==> src/rtl/hog_det_collector.sv <==
// hog_det_collector: maps classifier results to window (x,y), queues positives in a FWFT FIFO, reports frame stats.
// Optional HOG_DET_SCORE_EN adds i_score/o_score carried per FIFO entry.
module hog_det_collector #(
  parameter int SW_W   = 11,
  parameter int SW_COL = 37,
  parameter int SW_ROW = 25,
  parameter int DEPTH  = 16,
  parameter int X_W    = 6,
  parameter int Y_W    = 5,
  parameter int FEA_W  = 20
) (
  input  logic                     clk,
  input  logic                     rst,
  input  logic                     i_valid,
  input  logic                     is_person,
  input  logic [SW_W-1:0]          sw_id,
`ifdef HOG_DET_SCORE_EN
  input  logic [FEA_W-1:0]         i_score,
  output logic [FEA_W-1:0]         o_score,
`endif
  input  logic                     rd_en,
  input  logic                     clr,
  output logic                     o_valid,
  output logic [X_W-1:0]           o_x,
  output logic [Y_W-1:0]           o_y,
  output logic [$clog2(DEPTH):0]   o_level,
  output logic                     frame_done,
  output logic [SW_W-1:0]          frame_cnt,
  output logic                     overflow,
  output logic [7:0]               drop_cnt,
  output logic                     seq_err
);
  localparam int AW = $clog2(DEPTH);
`ifdef HOG_DET_SCORE_EN
  localparam int SC_W = FEA_W;
`else
  localparam int SC_W = 0;
`endif
  localparam int EW = Y_W + X_W + SC_W;
  localparam logic [SW_W-1:0] LAST = SW_W'(SW_COL * SW_ROW - 1);
  typedef enum logic [1:0] {IDLE, RUN, DONE} state_t;
  state_t state, state_nxt;
  logic [X_W-1:0] col, col_nxt, cur_col;
  logic [Y_W-1:0] row, row_nxt, cur_row;
  logic [SW_W-1:0] exp_id, exp_nxt, det_cnt, det_nxt, cur_det;
  logic start, match, restart, bad, proc, zero_base, push;
  logic [EW-1:0] mem [DEPTH];
  logic [EW-1:0] wdata, head;
  logic [AW-1:0] wr_ptr, rd_ptr;
  logic [AW:0] level;
  logic pop, wr, drop;
  // a frame (re)start always processes its first window at (0,0) with a fresh count
  always_comb begin
    start     = i_valid && sw_id == '0 && state != RUN;
    match     = i_valid && state == RUN && sw_id == exp_id;
    restart   = i_valid && state == RUN && sw_id != exp_id && sw_id == '0;
    bad       = i_valid && state == RUN && sw_id != exp_id && sw_id != '0;
    proc      = start || match || restart;
    zero_base = start || restart;
    cur_col   = zero_base ? '0 : col;
    cur_row   = zero_base ? '0 : row;
    cur_det   = zero_base ? '0 : det_cnt;
    push      = proc && is_person;
    col_nxt   = cur_col == X_W'(SW_COL - 1) ? '0 : cur_col + 1'b1;
    row_nxt   = cur_col == X_W'(SW_COL - 1) ? cur_row + 1'b1 : cur_row;
    exp_nxt   = sw_id + 1'b1;
    det_nxt   = cur_det + SW_W'(is_person);
    state_nxt = proc ? (sw_id == LAST ? DONE : RUN) : (bad || state == DONE) ? IDLE : state;
  end
`ifdef HOG_DET_SCORE_EN
  assign wdata   = {i_score, cur_row, cur_col};
  assign o_score = o_valid ? head[X_W+Y_W+:FEA_W] : '0;
`else
  assign wdata = {cur_row, cur_col};
`endif
  assign head       = mem[rd_ptr];
  assign o_valid    = level != '0;
  assign o_x        = o_valid ? head[X_W-1:0] : '0;
  assign o_y        = o_valid ? head[X_W+:Y_W] : '0;
  assign o_level    = level;
  assign frame_done = state == DONE;
  assign pop        = rd_en && o_valid;
  assign wr         = push && (level != (AW+1)'(DEPTH) || pop);
  assign drop       = push && !wr;
  always_ff @(posedge clk)
    if (wr) mem[wr_ptr] <= wdata;
  always_ff @(posedge clk or posedge rst) begin
    if (rst) begin
      state     <= IDLE;
      col       <= '0;
      row       <= '0;
      exp_id    <= '0;
      det_cnt   <= '0;
      frame_cnt <= '0;
      wr_ptr    <= '0;
      rd_ptr    <= '0;
      level     <= '0;
      overflow  <= 1'b0;
      seq_err   <= 1'b0;
      drop_cnt  <= '0;
    end else begin
      state <= state_nxt;
      if (proc) begin
        col     <= col_nxt;
        row     <= row_nxt;
        exp_id  <= exp_nxt;
        det_cnt <= det_nxt;
      end else if (bad || state == DONE) begin
        col     <= '0;
        row     <= '0;
        exp_id  <= '0;
        det_cnt <= '0;
      end
      if (state == DONE) frame_cnt <= det_cnt;
      if (wr) wr_ptr <= wr_ptr + 1'b1;
      if (pop) rd_ptr <= rd_ptr + 1'b1;
      level    <= level + (AW+1)'(wr) - (AW+1)'(pop);
      overflow <= drop || (overflow && !clr);
      seq_err  <= bad || restart || (seq_err && !clr);
      drop_cnt <= clr ? 8'(drop) : drop_cnt + 8'(drop && drop_cnt != 8'hff);
    end
  end
endmodule

==> config.mk <==
export PLATFORM = sky130hd
export DESIGN_NAME = hog_det_collector
export DESIGN_NICKNAME = d
export VERILOG_FILES = /design/src/rtl/hog_det_collector.sv
export SDC_FILE = /design/constraint.sdc
export NUM_CORES = 1
export LEC_CHECK = 0
export CAP_MARGIN = 20
export CORE_MARGIN = 5
export CORE_UTILIZATION = 50
export DETAILED_ROUTE_END_ITERATION = 12
export PLACE_DENSITY_LB_ADDON = 0.15
export SYNTH_ARGS = -nofsm -noshare
export SYNTH_HDL_FRONTEND = slang
export SYNTH_SLANG_ARGS = --single-unit
==> constraint.sdc <==
create_clock -name clk -period 7.7 [get_ports clk]
set_clock_uncertainty 0.15 [all_clocks]
set_input_delay 1.54 -clock clk [delete_from_list [all_inputs] [get_ports clk]]
set_output_delay 1.54 -clock clk [all_outputs]
set_load 0.02 [all_outputs]
==> results of run 1 <==
cell families after synthesis:
logic type | Yosys count
flops | 245
fa+ha+maj | 21
compound gates | 61
buf+inv | 54
xor+xnor | 38
simple gates | 163
mux | 68
state kept, by name (all words and copies together), names as in the netlist, 5 cells and up:
signal / flops
col: 6
row: 5
det_cnt: 11
drop_cnt: 8
frame_cnt: 11
mem: 176
o_level: 5
exp_id: 11
path summary, 6_finish.rpt:
path	startpoint	to	slack, ps	depth (start not counted)
setup / recovery	rd_ptr[0]	o_x[2]	2390	5
hold / removal	frame_cnt[6]	frame_cnt[6]	360	1
setup reg to reg	exp_id[2]	col[3]	3810	12
hold reg to reg	frame_cnt[6]	frame_cnt[6]	360	1
max in group asynchronous	rst	rd_ptr[0]	5310	3
min in group asynchronous	rst	overflow	1470	3
layer usage:
metal  up-vias  share of wire, %
met2       172                51
met1      2949                42
met3        31               5.4
met4         0               1.9
li1       2607                 -
met5         -                 0
power breakdown:
| group | switching [uW] | internal (uW) |
|---|---|---|
| clock | 493 | 736 |
| sequential | 83.1 | 1430 |
| combinational | 312 | 369 |
cell usage after synthesis (3+ instances only):
library cell,number,area (sq um)
a21oi_1,7,35.0
a22o_1,7,61.3
and3_1,21,131
buf_2,6,30.0
clkbuf_1,18,67.6
dfrtp_1,69,1730
edfxtp_1,176,5290
ha_1,20,250
inv_1,25,93.8
mux2_2,12,135
mux4_2,55,1240
nand2_1,34,128
nand3_1,22,110
nand4_1,8,50.1
nor2_1,24,90.1
nor2b_1,29,181
nor3_1,5,25.0
o21ai_0,34,170
o31ai_1,3,22.5
or4_1,3,22.5
xnor2_1,21,184
xor2_1,16,140
layout make-up:
type / count / area share (%)
flip-flops and latches: 245 / 57.5
multi-input cells: 351 / 26.7
clock buffers: 39 / 6.41
repair buffers: 65 / 5.19
well taps: 275 / 2.82
inverters: 25 / 0.769
clock inverters: 11 / 0.656
critical path, stage by stage (launching register included):
cell,delay [ps]
dfrtp_2,650
buf_4,650
mux4_2,590
mux4_2,500
nor2b_1,150
clkdlybuf4s50_1,540
metrics by stage:
stage	total power, uW	hold slack, ps	cells	util [%]	setup WS (ps)
finish	3420	358	1011	58.6	2390
global route	3580	383	1011	58.6	2140
CTS	3470	362	1007	58.5	2170
global placement	2230	343	956	54.2	1720
floorplan	2010	309	650	-	3120
detailed placement	2240	347	957	54.3	1610
==> impl_metrics.env, run 1 <==
export IMPL_numCtsBuffers=27
export IMPL_synth_edf_count=176
export IMPL_multi_input_area_sq_mm=0.00326
export IMPL_syn_area_per_cell_sq_um=16.1
export IMPL_maxCapViolCount=0
export IMPL_die_w_microns=155
export IMPL_critPathLaunchType="register"
export IMPL_end_kind="primary output"
export IMPL_cellPowerDensity_mw_per_mm2=281
export IMPL_synthXorXnorAreaFrac_pct=3.25
export IMPL_drv_slew=0
export IMPL_grtUsageMet1_pct=25.9
export IMPL_synth_top_family_by_area="multiplexers"
export IMPL_arrival_ps=3620
export IMPL_yosys_register_bits=245
export IMPL_num_fill_cells=1633
export IMPL_yosysSeqAreaShare_pct=66.9
export IMPL_dr_pass1_iters=5
export IMPL_initial_core_util_pct=50.3
export IMPL_hold_viol=0
export IMPL_num_nets_final=753
export IMPL_drc_errors=0
export IMPL_run_status="finished, final reports clean"
export IMPL_ys_flop_type="edfxtp_1"
export IMPL_htree_levels=1
export IMPL_cp_max_fo=34
export IMPL_area_growth_pct=16.5
export IMPL_slew_headroom_pct=31.6
export IMPL_seq_area_sq_mm=0.00701
export IMPL_required_ps=6010
export IMPL_ant_nets=0
export IMPL_mostFrequentLayoutCells="edfxtp_1 (176), dfrtp_1 (67), mux4_2 (55), clkdlybuf4s50_1 (55)"
export IMPL_diodes=0
export IMPL_die_h_microns=155
export IMPL_grt_pass1_wl_mm=35.0
export IMPL_hold_buffers=0
export IMPL_root_buffer="clkbuf_16"
export IMPL_drt_vias_per_instance=5.70
export IMPL_post_cts_resized=0
export IMPL_ios=56
export IMPL_cts_tree="done"
export IMPL_wirelength_mm=21.7
export IMPL_drt_iter0_drc=376
export IMPL_final_common_cell="edfxtp_1"
export IMPL_drive_gt1_share_pct=17.1
export IMPL_via_count=5759
export IMPL_setup_viol=0
export IMPL_finalCritPeriodShare_pct=68.9
export IMPL_synth_nets=688
export IMPL_tns_ps=0
export IMPL_busiest_layer="met2"
export IMPL_overflow=0
export IMPL_period_minus_slack_ps=5310
export IMPL_rows=53
export IMPL_rsz0062_at_grt="false"
export IMPL_peakVddDrop_mv=0.164
export IMPL_crit_type="reg2out"
export IMPL_clk_pin_slew_ps=50
export IMPL_cts_buffer_depth=3
export IMPL_synthCells=650
export IMPL_synth_compound_area_share_pct=3.50
export IMPL_die_area_sq_mm=0.0239
export IMPL_grt_start_max_net_pins=70
export IMPL_max_freq_mhz=188
export IMPL_ys_warnings_count=0
export IMPL_synthAdderAreaFrac_pct=2.58
export IMPL_final_cell_area_sq_mm=0.0122
export IMPL_gr_usage_met2_pct=32.0
export IMPL_muxShareOfSynthArea_pct=13.2
export IMPL_use_met3_pct=2.83
export IMPL_place_congestion=0.842
export IMPL_core_area_sq_mm=0.0208
export IMPL_synthDistinctLibCells=48
export IMPL_worst_slew_pin_slew_ps=1020
export IMPL_cts_sinks=245
export IMPL_postCtsSetupBuffers=0
export IMPL_place_area_sq_mm=0.0113
export IMPL_dp_hpwl_mm=13.0
export IMPL_min_path_type="reg2reg"
export IMPL_synthSimpleGateAreaFrac_pct=8.41
export IMPL_total_leakage_power_uw=0.00467
export IMPL_port_buffer_count=55
export IMPL_antenna_found_initial=0
export IMPL_synthArstFlopShare_pct=28.2
export IMPL_syn_area_sq_mm=0.0105
export IMPL_grt_pass1_vias=6183
export IMPL_grt_total_usage_pct=18.7
export IMPL_wire_per_inst_microns=21.4
export IMPL_clk_latency_ps=530
No activity file was read; power rests on OpenSTA's default activity.
==> run 2: changes to the inputs <==
==> constraint.sdc (replaced) <==
create_clock -name clk -period 4.4 [get_ports clk]
set_clock_uncertainty 0.15 [all_clocks]
set_input_delay 0.88 -clock clk [delete_from_list [all_inputs] [get_ports clk]]
set_output_delay 0.88 -clock clk [all_outputs]
set_load 0.02 [all_outputs]
==> impl_metrics.env, run 2 (same netlist as run 1, synthesis figures left out) <==
export IMPL_run_status="finished, final reports clean"
export IMPL_initial_core_util_pct=50.3
export IMPL_swShare_pct=25.9
export IMPL_pre_cts_ws_ps=12.5
export IMPL_antenna_found_initial=0
export IMPL_path_delay_family="multiplexers"
export IMPL_fin_ws_ps=240
export IMPL_p_comb_share_pct=21.6
export IMPL_cts_buffer_depth=3
export IMPL_diodes=0
export IMPL_cp_slowest_cell="dfrtp_2"
export IMPL_die_w_microns=155
export IMPL_ff2ff_setup_slack_ps=990
export IMPL_hold_viol=0
export IMPL_hold_buffers=0
export IMPL_total_leakage_power_uw=0.00489
export IMPL_mostFrequentLayoutCells="edfxtp_1 (176), dfrtp_1 (67), mux4_2 (55), clkdlybuf4s50_1 (55), buf_4 (40)"
export IMPL_via_count=5758
export IMPL_slowest_delay_ps=600
export IMPL_wirelength_mm=21.3
export IMPL_cp_cell_sequence="buf_4 -> mux4_2 -> mux4_2 -> nor2b_1 -> clkdlybuf4s50_1"
export IMPL_place_congestion=0.860
export IMPL_path_depth=5
export IMPL_die_h_microns=155
export IMPL_htree_levels=1
export IMPL_period_minus_slack_ps=4160
export IMPL_r2r_start="exp_id[2]"
export IMPL_area_growth_pct=19.7
export IMPL_largest_reg_flops=176
export IMPL_arrival_ps=3130
export IMPL_slew_headroom_pct=30.2
export IMPL_min_path_type="reg2reg"
export IMPL_wire_per_inst_microns=20.3
export IMPL_worst_slew_pin_slew_ps=1040
export IMPL_grt_pass1_wl_mm=34.0
export IMPL_timing_critical_path_mode_cell="mux4_2"
export IMPL_grt_total_usage_pct=18.2
export IMPL_die_area_sq_mm=0.0239
export IMPL_ios=56
export IMPL_cp_max_fo=11
export IMPL_cts_sinks=245
export IMPL_drc_errors=0
export IMPL_required_ps=3370
export IMPL_p_sw_uw=1570
export IMPL_cellPowerDensity_mw_per_mm2=483
export IMPL_maxCapViolCount=0
export IMPL_peakVddDrop_mv=0.302
export IMPL_dp_hpwl_mm=13.4
export IMPL_clk_latency_ps=530
export IMPL_critical_path_endpoint="o_x[5]"
export IMPL_critPathLaunchType="register"
export IMPL_critPathBufInv=2
export IMPL_tns_ps=0
export IMPL_max_freq_mhz=240
export IMPL_clkPwrFrac_pct=35.3
export IMPL_setup_viol=0
export IMPL_multi_input_area_sq_mm=0.00325
export IMPL_power_frac_seq_pct=43.0
export IMPL_end_kind="primary output"
export IMPL_rows=53
export IMPL_grt_pass1_vias=6122
export IMPL_grt_start_max_net_pins=48
export IMPL_clk_pin_slew_ps=60
export IMPL_regMostFlops="mem"
export IMPL_port_buffer_count=55
export IMPL_drt_vias_per_instance=5.50
export IMPL_critPathLaunch="rd_ptr[0]"
export IMPL_ant_nets=0
export IMPL_seq_area_sq_mm=0.00701
export IMPL_root_buffer="clkbuf_16"
export IMPL_post_cts_resized=0
export IMPL_drt_iter0_drc=371
export IMPL_num_fill_cells=1555
export IMPL_dr_pass1_iters=4
export IMPL_num_nets_final=789
export IMPL_drive_gt1_share_pct=21.4
export IMPL_postCtsSetupBuffers=0
export IMPL_drv_slew=0
export IMPL_core_area_sq_mm=0.0208
export IMPL_finalCritPeriodShare_pct=94.6
export IMPL_fin_util_pct=60.2
export IMPL_cts_tree="done"
export IMPL_crit_type="reg2out"
export IMPL_final_common_cell="edfxtp_1"
export IMPL_r2r_end="drop_cnt[4]"
export IMPL_rsz0062_at_grt="false"
export IMPL_numCtsBuffers=26
export IMPL_overflow=0
export IMPL_reg2regPathDepth=12
export IMPL_internal_power_uw=4490
-- run 2: power groups by stage --
| stage | Combinational (uW) | Sequential (uW) | Clock [uW] |
|---|---|---|---|
| floorplan | 893 | 2620 | 0 |
| detailed placement | 1340 | 2660 | 0 |
| finish | 1310 | 2610 | 2140 |
| global route | 1420 | 2620 | 2290 |
| global placement | 1330 | 2650 | 0 |
| CTS | 1350 | 2610 | 2200 |
-- run 2: worst min-delay path, delay by kind of cell, from the launching register on --
kind | cells | cell delay [ps]
and+or+nand+nor | 1 | 50
AOI/OAI and AO/OA | 1 | 60
DFF | 1 | 360
-- run 2: how the worst min path moves through the flow --
stage | startpoint | end | slack (ps) | cells past startpoint
after detailed placement | frame_cnt[6] | frame_cnt[6] | 340 | 1
after global routing | rd_ptr[2] | rd_ptr[2] | 380 | 1
after global placement | exp_id[4] | exp_id[4] | 340 | 2
after floorplan | row[3] | row[3] | 310 | 1
after CTS | row[3] | row[3] | 350 | 1
final | exp_id[4] | exp_id[4] | 360 | 2
-- run 2: metrics by stage --
| stage | instances | power [uW] | hold WS, ps | area (sq um) |
|---|---|---|---|---|
| 3_3_place_gp | 997 | 3980 | 337 | 11700 |
| 3_5_place_dp | 997 | 4000 | 342 | 11700 |
| 2_1_floorplan | 650 | 3510 | 309 | 10500 |
| 4_1_cts | 1045 | 6160 | 352 | 12500 |
| 5_1_grt | 1046 | 6320 | 384 | 12500 |
| 6_report | 1046 | 6060 | 355 | 12500 |
-- run 2: layout make-up --
class	instances	share of cell area, %
Multi-Input combinational cell	351	25.9
Clock buffer	32	5.45
Timing Repair Buffer	102	7.90
Sequential cell	245	55.9
Tap cell	275	2.74
Inverter	25	0.748
Clock inverter	16	1.32
-- run 2: layer usage --
| layer | up-vias | track usage (%) | part of all wire [%] |
|---|---|---|---|
| li1 | 2678 | - | - |
| met1 | 2885 | 24.8 | 42 |
| met2 | 156 | 30.9 | 51 |
| met3 | 39 | 2.63 | 4.5 |
| met4 | 0 | 4.92 | 2.5 |
| met5 | - | 0 | 0 |
==> run 3: changes to the inputs <==
--- a/config.mk
+++ b/config.mk
@@ -10,6 +10,7 @@
 export CORE_UTILIZATION = 50
 export DETAILED_ROUTE_END_ITERATION = 12
 export PLACE_DENSITY_LB_ADDON = 0.15
+export SLEW_MARGIN = 10
 export SYNTH_ARGS = -nofsm -noshare
 export SYNTH_HDL_FRONTEND = slang
 export SYNTH_SLANG_ARGS = --single-unit
==> impl_metrics.env, run 3 (same netlist as run 1, synthesis figures left out) <==
export IMPL_drive_gt1_share_pct=21.4
export IMPL_largest_reg_flops=176
export IMPL_dp_hpwl_mm=13.4
export IMPL_min_path_type="reg2reg"
export IMPL_period_minus_slack_ps=4170
export IMPL_critPathLaunchType="register"
export IMPL_tns_ps=0
export IMPL_final_common_cell="edfxtp_1"
export IMPL_arrival_ps=3140
export IMPL_worst_slew_pin_slew_ps=1030
export IMPL_root_buffer="clkbuf_16"
export IMPL_rsz0062_at_grt="false"
export IMPL_ant_nets=0
export IMPL_port_buffer_count=55
export IMPL_cellPowerDensity_mw_per_mm2=482
export IMPL_rows=53
export IMPL_wire_per_inst_microns=20.3
export IMPL_clk_pin_slew_ps=60
export IMPL_cts_tree="done"
export IMPL_critPathBufInv=2
export IMPL_total_leakage_power_uw=0.00489
export IMPL_seq_area_sq_mm=0.00701
export IMPL_dr_pass1_iters=4
export IMPL_slowest_delay_ps=600
export IMPL_area_growth_pct=19.7
export IMPL_timing_critical_path_mode_cell="mux4_2"
export IMPL_max_freq_mhz=240
export IMPL_overflow=0
export IMPL_regMostFlops="mem"
export IMPL_drv_slew=0
export IMPL_mostFrequentLayoutCells="edfxtp_1 (176), dfrtp_1 (67), mux4_2 (55), clkdlybuf4s50_1 (55), buf_4 (40)"
export IMPL_maxCapViolCount=0
export IMPL_required_ps=3370
export IMPL_place_area_sq_mm=0.0117
export IMPL_stdcell_count=1046
export IMPL_drc_errors=0
export IMPL_drt_iter0_drc=324
export IMPL_ios=56
export IMPL_grt_pass1_vias=6122
export IMPL_peakVddDrop_mv=0.300
export IMPL_wirelength_mm=21.3
export IMPL_diodes=0
export IMPL_cts_sinks=245
export IMPL_run_status="finished, final reports clean"
export IMPL_drt_vias_per_instance=5.49
export IMPL_cp_cell_sequence="buf_4 -> mux4_2 -> mux4_2 -> nor2b_1 -> clkdlybuf4s50_1"
export IMPL_grt_total_usage_pct=18.2
export IMPL_place_congestion=0.860
export IMPL_path_delay_family="multiplexers"
export IMPL_multi_input_area_sq_mm=0.00325
export IMPL_postCtsSetupBuffers=0
export IMPL_setup_viol=0
export IMPL_finalCritPeriodShare_pct=94.7
export IMPL_cp_max_fo=11
export IMPL_clk_latency_ps=520
export IMPL_cp_slowest_cell="dfrtp_2"
export IMPL_numCtsBuffers=26
export IMPL_die_h_microns=155
export IMPL_initial_core_util_pct=50.3
export IMPL_antenna_found_initial=0
export IMPL_post_cts_resized=0
export IMPL_dp_cells=997
export IMPL_grt_start_max_net_pins=48
export IMPL_die_w_microns=155
export IMPL_cts_buffer_depth=3
export IMPL_hold_ws_ps=355
export IMPL_hold_viol=0
export IMPL_via_count=5747
export IMPL_num_nets_final=789
export IMPL_core_area_sq_mm=0.0208
export IMPL_crit_type="reg2out"
export IMPL_grt_pass1_wl_mm=34.0
export IMPL_end_kind="primary output"
export IMPL_num_fill_cells=1557
export IMPL_die_area_sq_mm=0.0239
export IMPL_htree_levels=1
export IMPL_slew_headroom_pct=31.2
export IMPL_final_cell_area_sq_mm=0.0125
export IMPL_hold_buffers=0
-- run 3: cell type report --
type                       instances  area share (%)
multi-input combinational        351            25.9
timing repair buffer             102            7.90
clock buffer                      32            5.45
tap                              275            2.74
sequential                       245            55.9
inverter                          25           0.748
clock inverter                    16            1.32
-- run 3: final timing paths --
kind / depth (start not counted) / startpoint / slack [ps] / endpoint
setup / recovery: 5 / rd_ptr[0] / 230 / o_x[5]
hold / removal: 2 / exp_id[4] / 350 / exp_id[4]
setup reg to reg: 12 / exp_id[2] / 990 / drop_cnt[4]
hold reg to reg: 2 / exp_id[4] / 350 / exp_id[4]
max in group asynchronous: 3 / rst / 2890 / col[0]
min in group asynchronous: 2 / rst / 490 / exp_id[2]
-- run 3: tightest hold or removal path: stages, from the launching register on --
cell	delay [ps]
dfrtp_1	360
nand2_1	50
o21ai_0	60
-- run 3: metal layers --
metal	wire, microns	GRT usage [%]
met1	8960	24.8
met2	10700	30.9
met3	1150	2.63
met4	479	4.92
met5	0	0
-- run 3: per-stage QoR --
stage	setup slack (ps)	power [uW]	utilization, %
6_report	232	6050	60.2
5_1_grt	88.0	6320	60.2
4_1_cts	145	6160	60.2
3_5_place_dp	12.5	4000	56.1
3_3_place_gp	67.8	3980	56.1
2_1_floorplan	483	3510	-
-- run 3: power breakdown --
| group | leakage [uW] | internal, uW | switching, uW |
|---|---|---|---|
| logic | 0.00179 | 706 | 601 |
| registers | 0.00268 | 2500 | 102 |
| clock network | 0.000419 | 1280 | 857 |
